--- config.mk ---
export PLATFORM = sky130hd
export DESIGN_NAME = muldiv_ctrl
export DESIGN_NICKNAME = d
export VERILOG_FILES = /design/src/rtl/muldiv_pkg.sv /design/src/rtl/muldiv_step.sv /design/src/rtl/muldiv_ctrl.sv
export SDC_FILE = /design/constraint.sdc
export NUM_CORES = 1
export LEC_CHECK = 0
export CAP_MARGIN = 20
export CORE_UTILIZATION = 25
export DETAILED_ROUTE_END_ITERATION = 8
export HOLD_SLACK_MARGIN = 0.02
export PLACE_DENSITY_LB_ADDON = 0.1
export SLEW_MARGIN = 30
export SYNTH_ARGS = -nofsm -noshare
export SYNTH_HDL_FRONTEND = slang
export SYNTH_HIERARCHICAL = 1
export SYNTH_SLANG_ARGS = --single-unit
--- constraint.sdc ---
create_clock -name clk -period 4.4 [get_ports clk]
set_input_delay 0.44 -clock clk [delete_from_list [all_inputs] [get_ports clk]]
set_output_delay 0.44 -clock clk [all_outputs]
set_load 0.02 [all_outputs]
--- src/rtl/muldiv_pkg.sv ---
// Shared types and helpers for the HI/LO multiply/divide sequencer.
// Optional feature macro used by muldiv_ctrl: MULDIV_DIV0_TRAP_EN.
package muldiv_pkg;
    localparam int ITER = 32;
    localparam int DW   = 2 * ITER;

    typedef enum logic [2:0] {
        MULT  = 3'd0,
        MULTU = 3'd1,
        DIV   = 3'd2,
        DIVU  = 3'd3,
        MTHI  = 3'd4,
        MTLO  = 3'd5
    } op_t;

    typedef enum logic [1:0] {
        IDLE  = 2'd0,
        RUN   = 2'd1,
        FIX   = 2'd2,
        WRITE = 2'd3
    } state_t;

    // v is {hi, lo}. Multiply negates the whole product; divide negates each half on its own.
    function automatic logic [DW-1:0] sign_fix(input logic [DW-1:0] v, input logic is_div,
                                               input logic neg_lo, input logic neg_hi);
        logic [ITER-1:0] hi, lo;
        if (!is_div) begin
            sign_fix = neg_lo ? -v : v;
        end else begin
            hi = neg_hi ? -v[DW-1:ITER] : v[DW-1:ITER];
            lo = neg_lo ? -v[ITER-1:0] : v[ITER-1:0];
            sign_fix = {hi, lo};
        end
    endfunction
endpackage

--- src/rtl/muldiv_step.sv ---
// One iteration of shift-add multiply or restoring divide over a {hi, lo} accumulator.
module muldiv_step #(
    parameter int WIDTH = 32
) (
    input  logic               is_div,
    input  logic [2*WIDTH-1:0] acc,
    input  logic [WIDTH-1:0]   opb,
    output logic [2*WIDTH-1:0] acc_next
);
    logic [WIDTH:0]   sum;
    logic [WIDTH:0]   shifted;
    logic [WIDTH-1:0] rem_sub;
    logic             borrow;

    always_comb begin
        sum      = {1'b0, acc[2*WIDTH-1:WIDTH]} + {1'b0, opb & {WIDTH{acc[0]}}};
        // Partial remainder is WIDTH+1 bits; after a successful subtract it fits in WIDTH.
        shifted  = {acc[2*WIDTH-1:WIDTH], acc[WIDTH-1]};
        borrow   = shifted < {1'b0, opb};
        rem_sub  = shifted[WIDTH-1:0] - opb;
        if (!is_div)
            acc_next = {sum, acc[WIDTH-1:1]};
        else if (borrow)
            acc_next = {shifted[WIDTH-1:0], acc[WIDTH-2:0], 1'b0};
        else
            acc_next = {rem_sub, acc[WIDTH-2:0], 1'b1};
    end
endmodule

--- src/rtl/muldiv_ctrl.sv ---
// Multi-cycle multiply/divide sequencer owning the HI/LO write port.
// Define MULDIV_DIV0_TRAP_EN to trap divide-by-zero with a one-cycle div0 pulse.
module muldiv_ctrl
    import muldiv_pkg::*;
#(
    parameter int WIDTH = ITER
) (
    input  logic             clk,
    input  logic             reset,
    input  logic             start,
    input  op_t              op,
    input  logic [WIDTH-1:0] srca,
    input  logic [WIDTH-1:0] srcb,
    input  logic [WIDTH-1:0] hi_in,
    input  logic [WIDTH-1:0] lo_in,
    output logic             busy,
    output logic             done,
    output logic             hilo_we,
`ifdef MULDIV_DIV0_TRAP_EN
    output logic             div0,
`endif
    output logic [WIDTH-1:0] wdilo,
    output logic [WIDTH-1:0] wdihi
);
    localparam int CW = $clog2(WIDTH);

    state_t             state, state_next;
    logic [CW-1:0]      cnt;
    logic [2*WIDTH-1:0] acc, acc_step, acc_fix;
    logic [WIDTH-1:0]   opb, a_mag, b_mag;
    logic               is_div, neg_lo, neg_hi;
    logic               is_mul_op, is_div_op, is_signed, trap, div0_q;

    assign is_mul_op = (op == MULT) || (op == MULTU);
    assign is_div_op = (op == DIV)  || (op == DIVU);
    assign is_signed = (op == MULT) || (op == DIV);
    assign a_mag     = (is_signed && srca[WIDTH-1]) ? -srca : srca;
    assign b_mag     = (is_signed && srcb[WIDTH-1]) ? -srcb : srcb;
    assign acc_fix   = sign_fix(acc, is_div, neg_lo, neg_hi);

`ifdef MULDIV_DIV0_TRAP_EN
    assign trap = is_div_op && (srcb == '0);
    always_ff @(posedge clk) begin
        if (reset) div0_q <= 1'b0;
        else       div0_q <= (state == IDLE) && start && trap;
    end
    assign div0 = div0_q;
`else
    assign trap   = 1'b0;
    assign div0_q = 1'b0;
`endif

    muldiv_step #(.WIDTH(WIDTH)) u_step (
        .is_div   (is_div),
        .acc      (acc),
        .opb      (opb),
        .acc_next (acc_step)
    );

    always_ff @(posedge clk) begin
        if (reset) state <= IDLE;
        else       state <= state_next;
    end

    always_comb begin
        state_next = state;
        busy       = (state != IDLE);
        done       = (state == WRITE);
        hilo_we    = (state == WRITE) && !div0_q;
        case (state)
            IDLE: if (start) begin
                if (trap)                         state_next = WRITE;
                else if (is_mul_op || is_div_op)  state_next = RUN;
                else if (op == MTHI || op == MTLO) state_next = WRITE;
            end
            RUN:     if (cnt == CW'(WIDTH - 1)) state_next = FIX;
            FIX:     state_next = WRITE;
            WRITE:   state_next = IDLE;
            default: state_next = IDLE;
        endcase
    end

    always_ff @(posedge clk) begin
        if (reset) begin
            cnt    <= '0;
            acc    <= '0;
            opb    <= '0;
            is_div <= 1'b0;
            neg_lo <= 1'b0;
            neg_hi <= 1'b0;
            wdilo  <= '0;
            wdihi  <= '0;
        end else begin
            case (state)
                IDLE: if (start) begin
                    cnt <= '0;
                    if ((is_mul_op || is_div_op) && !trap) begin
                        is_div <= is_div_op;
                        acc    <= {{WIDTH{1'b0}}, a_mag};
                        opb    <= b_mag;
                        // neg_lo: product or quotient sign; neg_hi: remainder follows dividend
                        neg_lo <= is_signed && (srca[WIDTH-1] ^ srcb[WIDTH-1]);
                        neg_hi <= is_signed && srca[WIDTH-1];
                    end else if (op == MTHI) begin
                        wdihi <= srca;
                        wdilo <= lo_in;
                    end else if (op == MTLO) begin
                        wdihi <= hi_in;
                        wdilo <= srca;
                    end
                end
                RUN: begin
                    acc <= acc_step;
                    cnt <= cnt + 1'b1;
                end
                FIX:     {wdihi, wdilo} <= acc_fix;
                default: ;
            endcase
        end
    end
endmodule
# Word level (Yosys, flattened, before mapping)
# Cells that the tools add are included.
word_totals:
  regBits: 170
  elab_cells: 81
  out_inout_bits: 67
  ramBits: 0
  rom_bits: 0
  latchBits: 0
  mem_count: 0
  input_bits: 134
op_classes:
  n_div: 0
  n_mux: 28
  add_sub_neg: 8
  n_reduce_logical: 18
  eq_ne: 15
  bitwise_logic: 2
  n_lt_le_gt_ge: 1
  shifts: 0
  mul: 0
ops:
  columns: ["cell", "n"]
  rows:
  - ["two-way mux 32 bit", 12]
  - ["two-way mux 64 bit", 6]
  - ["negation 32 bit", 4]
  - ["one-hot mux 32 bit (2 select lines)", 2]
  - ["one-hot mux 64 bit (2 select lines)", 1]
  - ["negation 64 bit", 1]
  - ["adder 32 x 32 -> 33 bit", 1]
  - ["less-than comparator 33 x 32 -> 1 bit", 1]
  - ["bitwise AND 32 bit", 1]
  - ["subtractor 32 bit", 1]
  - ["one-hot mux 5 bit (2 select lines)", 1]
  - ["AND reduction 3 bit", 3]
  - ["two-way mux 2 bit", 4]
  - ["inequality test 2 bit (second input constant)", 4]
  - ["one-hot mux 2 bit (4 select lines)", 1]
  - ["== test 3 x 2 -> 1 bit (second input constant)", 2]
  - ["== test 3 bit (second input constant)", 2]
  - ["inequality test 3 bit (second input constant)", 2]
  - ["nonzero test 2 bit", 3]
  - ["adder 5 x 1 -> 5 bit (second input constant)", 1]
  - ["== test 5 bit (second input constant)", 1]
  - ["logical OR 1 bit", 5]
  - ["two-way mux 5 bit", 1]
  - ["== test 2 bit (second input constant)", 2]
  - ["other kinds (8)", 10]

# Longest topological paths before layout
# Gate-level depths: netlist of the first run.
depth:
  ltp_word: 7
  ltp_mapped: 15
  ltp_nobuf: 14

# Cells and area by module
# Netlist of the first run, hierarchy kept.
modules_own_cells:
  columns: ["mod", "seq_area_each_um2", "area_per_inst_um2", "cells_per_inst", "n_inst"]
  rows:
  - ["muldiv_ctrl", 3403.3, 10876.7, 1433, 1]
  - ["muldiv_step", 0.0, 4653.2, 659, 1]

# Worst setup path after synthesis of the first run
# OpenSTA, ideal clock, no wires.
synth_timing:
  path_kind: "flip-flop to flip-flop"
  from: "register acc[0]"
  to: "register acc[61]"
  arrival_ns: 3.160
  path_stages_with_launch: 15
  path_slack_ns: 1.169
  required_time_ns: 4.330
  period_less_slack_ns: 3.231
  setup_time_ns: 0.070
  n_path_buf: 1
  cell_sequence: "dfxtp_1 > clkbuf_1 > and2_1 > ha_1 > fa_1 > a211oi_1 > o21ai_0 > nand3_1 > a31oi_2 > a2111oi_1 > o41ai_2 > xnor2_1 > a22oi_1 > nand3_1 > a21oi_1"
synth_between:
  elab_chain_cells: 4
synth_lines:
  columns: ["item", "line", "rtl"]
  rows:
  - ["start, declared", "muldiv_ctrl.sv:29", "logic [2*WIDTH-1:0] acc, acc_step, acc_fix;"]
  - ["start signal, assigned", "muldiv_ctrl.sv:99", "acc <= {{WIDTH{1'b0}}, a_mag};"]
  - ["start signal, assigned", "muldiv_ctrl.sv:113", "acc <= acc_step;"]
  - ["bitwise AND 32 bit", "muldiv_step.sv:16", "sum = {1'b0, acc[2*WIDTH-1:WIDTH]} + {1'b0, opb & {WIDTH{acc[0]}}};"]
  - ["adder 32 x 32 -> 33 bit", "muldiv_step.sv:16", null]
  - ["two-way mux 64 bit", "muldiv_step.sv:21", "if (!is_div)"]
  - ["named net acc_step[61]", "muldiv_ctrl.sv:29", null]
  - ["one-hot mux 64 bit (2 select lines)", "muldiv_ctrl.sv:94", "case (state)"]
# The timed path passes the listed nets, and every way through them passes these cells.
# A chain may end at the register's enable or synchronous reset.

# Worst setup path in the final report of the first run
layout_timing:
  from: "register acc[32]"
  to: "register acc[63]"
layout_between:
  elab_chain_cells: 4
  elab_cells_between_ends: 6
  cone_classes: "add/sub: 2; order compare: 1; mux: 3"
layout_lines:
  columns: ["item", "line", "rtl"]
  rows:
  - ["subtractor 32 bit / less-than comparator 33 x 32 -> 1 bit (equally long branches)", "muldiv_step.sv:20, muldiv_step.sv:19", null]
  - ["two-way mux 64 bit", "muldiv_step.sv:23", "else if (borrow)"]
  - ["two-way mux 64 bit (*)", "muldiv_step.sv:21", null]
  - ["named net acc_step[63]", "muldiv_ctrl.sv:29", null]
  - ["one-hot mux 64 bit (2 select lines) (*)", "muldiv_ctrl.sv:94", null]
# Mark *: on every way through the listed nets, which the timed path passes. The rest lies on a longest branch.

==> metrics.csv, run 1 <==
metric,value,unit
status,"finished, final reports clean",
CTS H-tree depth,4,
"worst slack, placed",0.710,ns
n_diodes,0,
GPL Wtd Cong,0.888,
Clock Latency Late Sink,0.51,ns
slew at the pin closest to its max-slew limit,0.939,ns
I/O Pins,201,
PD cells,467,nW/um^2
maximum VDD drop,0.347,mV
mapped cell area,15500,sq um
"reg-to-reg slack, setup",0.62,ns
placed cell count,2991,
drt wl/cell,23.6,um
drt total wl,71300,um
LEAKAGE,0.00704,uW
vias per cell,5.41,
Synth top area share,21.9,%
Post-Synth XOR/XNOR Area,8.46,%
final net count,2439,
fin cells,3024,
hold_buf cts,0,
Final Skew,0.0154,ns
Clock Sinks,170,
fraction of the mapped netlist area in adder cells,6.22,%
# resized after CTS,0,
synth unique cells,92,
Final TNS setup,0,ns
GRT Total Usage,22.4,%
post-route ant nets,0,
routed via count,16353,
fin crit period,3.78,ns
Design Power,8880,uW
Max Cap Viol,0,
initial antenna violation count,1,
Post-Syn Area per Cell,7.42,sq um
setup ws final,0.622,ns
Post-Layout Inst Area,19000,sq um
largest net degree at the start of global routing,76,
I/O Buffers,200,
"Setup violations, final",0,
yosys warns,6,
Worst EP arrival,4.20,ns
area grow syn2layout,22.5,%
Setup crit start kind,register,
core box area,60800,sq um
Synth area leader,dfxtp_1,
RSZ-0062 raised after global routing,false,
vias in the first global route,16037,
Compound-Gate Fraction of Synth Area,27.6,%
1st-pass router iterations,7,
clock root cell,clkbuf_16,
CP required,4.83,ns
die span in y,251,um
Commonest cells post-synth,"nand2_1 (201), nor2_1 (189), a21oi_1 (186)",
CTS max path bufs,2,
clk slew on worst S/H paths,0.08,ns
Max Slew Vio Count,0,
crit-path max FO,9,
die area,63100,sq um
gr busiest metal,met2,
# rows,90,
fraction of layout cells with a size suffix above 1,8.52,%
relative slew slack,37.4,%
M1 GR Usage,28.6,%
die span in x,251,um
final period utilization,85.9,%
met3 Resource Use GR,3.47,%
Num CTS Buffers,17,
Synth Area in Simple Gates,23.2,%
Placed Instance Area,18400,sq um
fmax,265,MHz
first-pass GRT wire length,106000,um
#FFs+latches synth,170,
Worst Hold Class,register to register,
met2 usage,37.0,%
Final Hold Viols,0,
post-synthesis mux area share,7.39,%
Post-synth EDFFs,0,
cells after synthesis,2092,
Setup CP Type,register to register,
Starting Density,25.5,%
sequential-to-total area share from yosys stat,21.9,%
DP HPWL,55000,um
TritonCTS clock tree,built,
Synth Flop Type,dfxtp_1,
Post-CTS Setup Bufs,0,
"FFs w/ async S/R, synth",0,%
largest family of logic cells by synthesized area,compound AO/OA/AOI/OAI gates,
"count leader, synth",nand2_1,
DRC,0,
Iter 0 DRT Violations,1274,
syn nets,2302,
GRT overflow,0,
largest cells by area after synthesis,"dfxtp_1 (22%), a21oi_1 (6.0%), ha_1 (6.0%)",
Crit. End Element,register,
-- report_power, final --
group	switching [uW]	internal [uW]	total, uW
clock	786	750	1540
sequential	384	1900	2280
combinational	3170	1890	5060
total	4340	4540	8880
-- worst max-delay path, cell delays in order, from the launching register on --
cell and delay, ns:
dfxtp_1 0.59, ha_1 0.31, fa_1 0.28, a211oi_1 0.12, o21ai_0 0.40, nand3_1 0.21, a31oi_2 0.41, a2111oi_1 0.16
buf_4 0.17, o41ai_2 0.45, o21ai_0 0.15, a32oi_1 0.18, nand3_1 0.09, a21oi_1 0.18
-- final timing paths --
| kind | start | to | depth (start not counted) |
|---|---|---|---|
| setup / recovery | acc[32]$_SDFFE_PP0P_ | acc[63]$_SDFFE_PP0P_ | 13 |
| hold / removal | wdilo[0]$_SDFFE_PP0P_ | wdilo[0]$_SDFFE_PP0P_ | 2 |
| setup reg to reg | acc[32]$_SDFFE_PP0P_ | acc[63]$_SDFFE_PP0P_ | 13 |
| hold reg to reg | wdilo[0]$_SDFFE_PP0P_ | wdilo[0]$_SDFFE_PP0P_ | 2 |
-- cell usage in the layout, fill, tap and decap left out, drive strengths merged, types with 12 or more instances in the layout --
cell type and count:
a211oi 91, a21o 25, a21oi 187, a31oi 33
and2 44, and3 21, buf 58, clkbuf 19
clkdlybuf4s50 199, dfxtp 170, ha 74, inv 78
mux2 58, mux2i 49, nand2 202, nand2b 12
nand3 71, nand4 15, nor2 190, nor2b 24
nor3 38, nor3b 12, nor4 19, o211ai 14
o21a 16, o21ai 117, o22ai 34, o31ai 25
o41ai 15, or3 31, or4 16, xnor2 74
xor2 76
-- cell families (layout without fill, tap and decap cells) --
logic type	after synthesis	after routing
multiplexers	107	107
AO/OA/AOI/OAI	651	651
flip-flops	170	170
adder cells (fa/ha/maj)	76	76
XOR/XNOR	150	150
buffers and inverters	212	362
AND/OR/NAND/NOR	726	726
-- per-layer routing --
layer	wire length [um]	share of wire [%]
met2	32800	46
met1	32300	45
met4	2770	3.9
met3	3400	4.8
met5	20	0.028
-- layout make-up --
class | count | area [sq um]
tap | 782 | 978
timing repair buffer | 257 | 2450
fill | 6637 | 41800
multi-input combinational | 1710 | 11400
sequential | 170 | 3410
inverter | 73 | 274
clock inverter | 13 | 110
clock buffer | 19 | 443
-- per-stage QoR --
stage          hold slack (ns)  util [%]
5_1_grt                  0.501      31.3
4_1_cts                  0.456      31.2
6_report                 0.454      31.3
3_5_place_dp             0.447      30.3
3_3_place_gp             0.443      30.3
2_1_floorplan            0.448         -
-- registers in the layout, summed over array words and instances, names as in the netlist --
| name | flops |
|---|---|
| acc | 64 |
| opb | 32 |
| wdihi | 32 |
| wdilo | 32 |
| cnt | 5 |
| state | 2 |
| is_div | 1 |
| neg_hi | 1 |
| neg_lo | 1 |
Note: power is estimated with default switching activity, not from simulation.
==> run 2, diff against run 1 <==
--- a/config.mk
+++ b/config.mk
@@ -6,6 +6,7 @@
 export NUM_CORES = 1
 export LEC_CHECK = 0
 export CAP_MARGIN = 20
+export CORE_MARGIN = 8
 export CORE_UTILIZATION = 25
 export DETAILED_ROUTE_END_ITERATION = 8
 export HOLD_SLACK_MARGIN = 0.02
==> metrics.csv, run 2 (synthesis results as in run 1) <==
metric,value,unit,change
Crit path max-delay family,compound AO/OA/AOI/OAI gates,,unchanged
area grow syn2layout,23.4,%,was 22.5%
end of the worst hold path,wdilo[27]$_SDFFE_PP0P_,,was wdilo[0]$_SDFFE_PP0P_
slew at the pin closest to its max-slew limit,0.973,ns,was 0.939 ns
core box area,61600,sq um,was 60800 sq um
fraction of layout cells with a size suffix above 1,8.73,%,was 8.52%
clock root cell,clkbuf_16,,unchanged
Worst path max stage delay,0.67,ns,was 0.59 ns
fmax,258,MHz,was 265 MHz
Setup crit start kind,register,,unchanged
Layout fillers,6716,,was 6637
Clock Latency Late Sink,0.51,ns,about the same
# resized after CTS,0,,unchanged
DRC,0,,unchanged
Worst Hold Class,primary input to register,,was register to register
Clock power frac,18.1,%,was 17.3%
largest net degree at the start of global routing,75,,was 76
crit-path max FO,28,,was 9
CP max-delay cell,a2111oi_1,,was dfxtp_1
GRT Total Usage,20.2,%,was 22.4%
clk slew on worst S/H paths,0.08,ns,about the same
CP required,4.83,ns,about the same
Final TNS setup,0,ns,unchanged
TritonCTS clock tree,built,,unchanged
I/O Buffers,200,,unchanged
final period utilization,88.2,%,was 85.9%
1st-pass router iterations,7,,unchanged
Setup CP Type,register to register,,unchanged
Num CTS Buffers,17,,unchanged
routed via count,16479,,was 16.4k
Iter 0 DRT Violations,1238,,was 1274
GPL Wtd Cong,0.882,,was 0.888
footprint of the multi-input gates,11400,sq um,unchanged
sw frac,49.2,%,was 48.9%
Post-CTS Setup Bufs,0,,unchanged
combinational power share,56.8,%,was 57.0%
first-pass GRT wire length,107000,um,was 106000 um
initial antenna violation count,2,,was 1
Hold Path Origin,reset,,was wdilo[0]$_SDFFE_PP0P_
worst path buffer plus inverter count,2,,was 1
drt wl/cell,23.8,um,was 23.6 um
Hold Path Stages,2,,unchanged
Reg with most FFs,acc,,unchanged
worst reg2reg path depth,14,,was 13
Final Hold Viols,0,,unchanged
Crit. End Element,register,,unchanged
# rows,91,,was 90
"commonest non-fill, non-tap cell in the layout",nand2_1,,unchanged
Pint,4590,uW,was 4540 uW
"Setup violations, final",0,,unchanged
Starting Density,25.2,%,was 25.5%
die area,70300,sq um,was 63100 sq um
most frequent cells in the layout,"nand2_1 (201), clkdlybuf4s50_1 (199), nor2_1 (188)",,unchanged
I/O Pins,201,,unchanged
drt total wl,73400,um,was 71300 um
switching power,4440,uW,was 4340 uW
DP HPWL,56500,um,was 55000 um
CTS max path bufs,2,,unchanged
Flop pwr share,25.1,%,was 25.7%
Final Skew,0.0167,ns,was 0.0154 ns
die span in x,265,um,was 251 um
PD cells,471,nW/um^2,was 467 nW/um^2
status,"finished, final reports clean",,unchanged
crit-path cells,"buf_4, and2_1, fa_1, a211oi_1, o21ai_0, nand3_1, a31oi_2, a2111oi_1, buf_4, o41ai_2, xnor2_1, a22oi_1, nand3_1, a21oi_1",,"was ha_1, fa_1, a211oi_1, o21ai_0, nand3_1, a31oi_2, a2111oi_1, buf_4, o41ai_2, o21ai_0, a32oi_1, nand3_1, a21oi_1"
final net count,2443,,was 2439
RSZ-0062 raised after global routing,false,,unchanged
die span in y,265,um,was 251 um
"reg-to-reg slack, setup",0.52,ns,was 0.62 ns
capturing point of the worst reg2reg path,acc[61]$_SDFFE_PP0P_,,was acc[63]$_SDFFE_PP0P_
post-route ant nets,0,,unchanged
flip-flop count of the largest register after layout,64,,unchanged
register area,3410,sq um,unchanged
maximum VDD drop,0.300,mV,was 0.347 mV
Max Slew Vio Count,0,,unchanged
GRT overflow,0,,unchanged
Worst Hold Margin,0.221,ns,was 0.454 ns
fin crit period,3.88,ns,was 3.78 ns
worst r2r src,acc[0]$_SDFFE_PP0P_,,was acc[32]$_SDFFE_PP0P_
vias per cell,5.34,,was 5.41
vias in the first global route,15748,,was 16.0k
Worst EP arrival,4.31,ns,was 4.20 ns
hold_buf cts,0,,unchanged
Clock Sinks,170,,unchanged
relative slew slack,35.2,%,was 37.4%
Max Cap Viol,0,,unchanged
CTS H-tree depth,4,,unchanged
LEAKAGE,0.00709,uW,was 0.00704 uW
run 2: per-layer routing:
layer  up-vias  global-route usage, %  wire length, um
met2       549                   34.0            34300
met1      7871                   25.5            32700
met3        97                   3.11             3650
met5         -                      0                0
met4         0                   8.35             2770
li1       7962                      -                -
run 2: how the worst max path moves through the flow:
stage,from,endpoint,cells after the start
final,acc[0]$_SDFFE_PP0P_,acc[61]$_SDFFE_PP0P_,14
after global routing,acc[0]$_SDFFE_PP0P_,acc[61]$_SDFFE_PP0P_,14
after CTS,acc[0]$_SDFFE_PP0P_,acc[61]$_SDFFE_PP0P_,14
after detailed placement,acc[0]$_SDFFE_PP0P_,acc[61]$_SDFFE_PP0P_,14
after global placement,acc[0]$_SDFFE_PP0P_,acc[61]$_SDFFE_PP0P_,14
after floorplan,acc[0]$_SDFFE_PP0P_,acc[61]$_SDFFE_PP0P_,14
run 2: power groups by stage:
| stage | clock network [uW] | registers (uW) | logic [uW] |
|---|---|---|---|
| global route | 1720 | 2320 | 5510 |
| CTS | 1680 | 2270 | 5110 |
| floorplan | 0 | 2430 | 2870 |
| finish | 1630 | 2270 | 5130 |
| global placement | 0 | 2300 | 5110 |
| detailed placement | 0 | 2310 | 5090 |
run 2: final cells by class:
cell class | instances | area share [%]
repair buffers | 261 | 13.0
clock buffers | 17 | 2.22
well taps | 837 | 5.46
diodes | 2 | 0.0261
clock inverters | 15 | 0.816
flip-flops and latches | 170 | 17.8
inverters | 73 | 1.43
multi-input cells | 1710 | 59.3
run 2: through the flow:
| stage | util [%] | instance area (sq um) | cells | setup slack, ns | total power, uW |
|---|---|---|---|---|---|
| CTS | 31.1 | 19100 | 3082 | 0.439 | 9060 |
| finish | 31.1 | 19200 | 3085 | 0.520 | 9030 |
| detailed placement | 30.1 | 18600 | 3050 | 0.483 | 7400 |
| global placement | 30.1 | 18600 | 3050 | 0.570 | 7420 |
| global route | 31.1 | 19200 | 3083 | 0.189 | 9550 |
| floorplan | - | 15500 | 2092 | 1.17 | 5300 |
==> run 3, diff against run 2 <==
--- a/config.mk
+++ b/config.mk
@@ -10,7 +10,6 @@
 export CORE_UTILIZATION = 25
 export DETAILED_ROUTE_END_ITERATION = 8
 export HOLD_SLACK_MARGIN = 0.02
-export PLACE_DENSITY_LB_ADDON = 0.1
 export SLEW_MARGIN = 30
 export SYNTH_ARGS = -nofsm -noshare
 export SYNTH_HDL_FRONTEND = slang
==> constraint.sdc (replaced) <==
create_clock -name clk -period 3.8 [get_ports clk]
set_input_delay 0.38 -clock clk [delete_from_list [all_inputs] [get_ports clk]]
set_output_delay 0.38 -clock clk [all_outputs]
set_load 0.02 [all_outputs]
==> metrics.csv, run 3 (synthesis results as in run 1) <==
metric,value,unit,change
status,"finished, final reports clean",,unchanged
CP required,4.20,ns,was 4.83 ns
Setup CP Type,register to register,,unchanged
post-route ant nets,0,,unchanged
Worst Hold Class,primary input to register,,unchanged
die area,70300,sq um,unchanged
TritonCTS clock tree,built,,unchanged
final net count,2464,,was 2443
Flop pwr share,25.5,%,was 25.1%
GRT Total Usage,17.6,%,was 20.2%
# resized after CTS,0,,unchanged
PD cells,525,nW/um^2,was 471 nW/um^2
die span in x,265,um,unchanged
drt wl/cell,20.8,um,was 23.8 um
sw frac,48.0,%,was 49.2%
Reg with most FFs,acc,,unchanged
crit-path max FO,3,,was 28
maximum VDD drop,0.287,mV,was 0.300 mV
Final Hold Viols,0,,unchanged
fmax,281,MHz,was 258 MHz
Pint,5270,uW,was 4590 uW
most frequent cells in the layout,"nand2_1 (201), clkdlybuf4s50_1 (199), nor2_1 (188)",,unchanged
"Setup violations, final",0,,unchanged
fin crit period,3.56,ns,was 3.88 ns
clock root cell,clkbuf_16,,unchanged
DP HPWL,49000,um,was 56500 um
CTS H-tree depth,4,,unchanged
Post-Layout Inst Area,19300,sq um,was 19200 sq um
GPL Wtd Cong,0.959,,was 0.882
Final Skew,0.0135,ns,was 0.0167 ns
Placed Instance Area,18700,sq um,was 18600 sq um
Post-CTS Setup Bufs,0,,unchanged
first-pass GRT wire length,97000,um,was 107000 um
initial antenna violation count,0,,was 2
drt total wl,64700,um,was 73400 um
I/O Buffers,200,,unchanged
Setup crit start kind,register,,unchanged
DRC,0,,unchanged
fin cells,3104,,was 3085
worst reg2reg path depth,14,,unchanged
Clock power frac,17.7,%,was 18.1%
Num CTS Buffers,17,,unchanged
Design Power,10100,uW,was 9030 uW
core box area,61600,sq um,unchanged
vias in the first global route,15435,,was 15.7k
slew at the pin closest to its max-slew limit,0.917,ns,was 0.973 ns
Max Slew Vio Count,0,,unchanged
GRT overflow,0,,unchanged
Worst Hold Margin,0.447,ns,was 0.221 ns
Clock Latency Late Sink,0.47,ns,was 0.51 ns
final period utilization,93.7,%,was 88.2%
I/O Pins,201,,unchanged
LEAKAGE,0.00717,uW,was 0.00709 uW
combinational power share,56.7,%,was 56.8%
1st-pass router iterations,6,,was 7
switching power,4860,uW,was 4440 uW
Iter 0 DRT Violations,1946,,was 1238
vias per cell,5.37,,was 5.34
CTS max path bufs,2,,unchanged
clk slew on worst S/H paths,0.08,ns,about the same
fraction of layout cells with a size suffix above 1,9.57,%,was 8.73%
Crit. End Element,register,,unchanged
Max Cap Viol,0,,unchanged
# rows,91,,unchanged
RSZ-0062 raised after global routing,false,,unchanged
flip-flop count of the largest register after layout,64,,unchanged
hold_buf cts,0,,unchanged
largest net degree at the start of global routing,76,,was 75
area grow syn2layout,24.3,%,was 23.4%
Worst EP arrival,3.96,ns,was 4.31 ns
n_diodes,0,,was 2
die span in y,265,um,unchanged
routed via count,16656,,was 16.5k
Clock Sinks,170,,unchanged
placed cell count,3072,,was 3050
Final TNS setup,0,ns,unchanged
Hold Path Stages,2,,unchanged
relative slew slack,38.9,%,was 35.2%
Starting Density,25.2,%,unchanged
"commonest non-fill, non-tap cell in the layout",nand2_1,,unchanged
[run 3: cell count changes in the layout (fill, tap and decap cells not counted), sizes merged]
cell      previous run  this run
buf                 62        83
inv                 81        82
clkinv               5         2
clkbuf              17        18
bufinv               1         0
diode                2         0
clkinvlp             1         3
[run 3: final timing paths]
kind	slack, ns	end	from
worst max-delay path	0.24	acc[61]$_SDFFE_PP0P_	opb[0]$_SDFFE_PP0P_
worst min register to register	0.46	wdihi[23]$_SDFFE_PP0P_	wdihi[23]$_SDFFE_PP0P_
worst min-delay path	0.45	wdilo[12]$_SDFFE_PP0P_	reset
worst max register to register	0.24	acc[61]$_SDFFE_PP0P_	opb[0]$_SDFFE_PP0P_
[run 3: worst max-delay path, stage by stage (launching register included)]
cell and delay [ns]:
dfxtp_1 0.32, and2_1 0.16, ha_1 0.23, fa_1 0.41, a211oi_1 0.34, o21ai_0 0.25, nand3_1 0.19, a31oi_2 0.13
a2111oi_1 0.52, buf_4 0.20, o41ai_2 0.11, xnor2_1 0.15, a22oi_1 0.20, nand3_1 0.09, a21oi_1 0.19
[run 3: area by class of cell]
type                    instances  area (sq um)
clock buffers                  18           429
clock inverters                14           126
fillers                      6642         42300
inverters                      73           274
multi-input cells            1710         11400
flip-flops and latches        170          3410
well taps                     837          1050
repair buffers                282          2650
[run 3: power by group through the flow]
| stage | Clock [uW] | Combinational (uW) | Sequential, uW |
|---|---|---|---|
| finish | 1790 | 5750 | 2590 |
| global route | 1880 | 6190 | 2640 |
| CTS | 1810 | 5700 | 2590 |
| detailed placement | 0 | 5680 | 2630 |
| global placement | 0 | 5690 | 2620 |
| floorplan | 0 | 3320 | 2820 |
[run 3: stage by stage]
step / util (%) / setup slack [ns]
after floorplan: - / 0.569
after global placement: 30.4 / 0.309
after detailed placement: 30.4 / 0.373
after CTS: 31.3 / 0.337
after global routing: 31.3 / 0.101
final: 31.3 / 0.241
[run 3: per-layer routing]
layer | GRT usage (%) | up-vias | wire length, um
met1 | 24.6 | 7850 | 29700
met2 | 27.9 | 731 | 28500
li1 | - | 8001 | -
met3 | 2.45 | 74 | 4800
met5 | 0 | - | 0
met4 | 5.20 | 0 | 1710
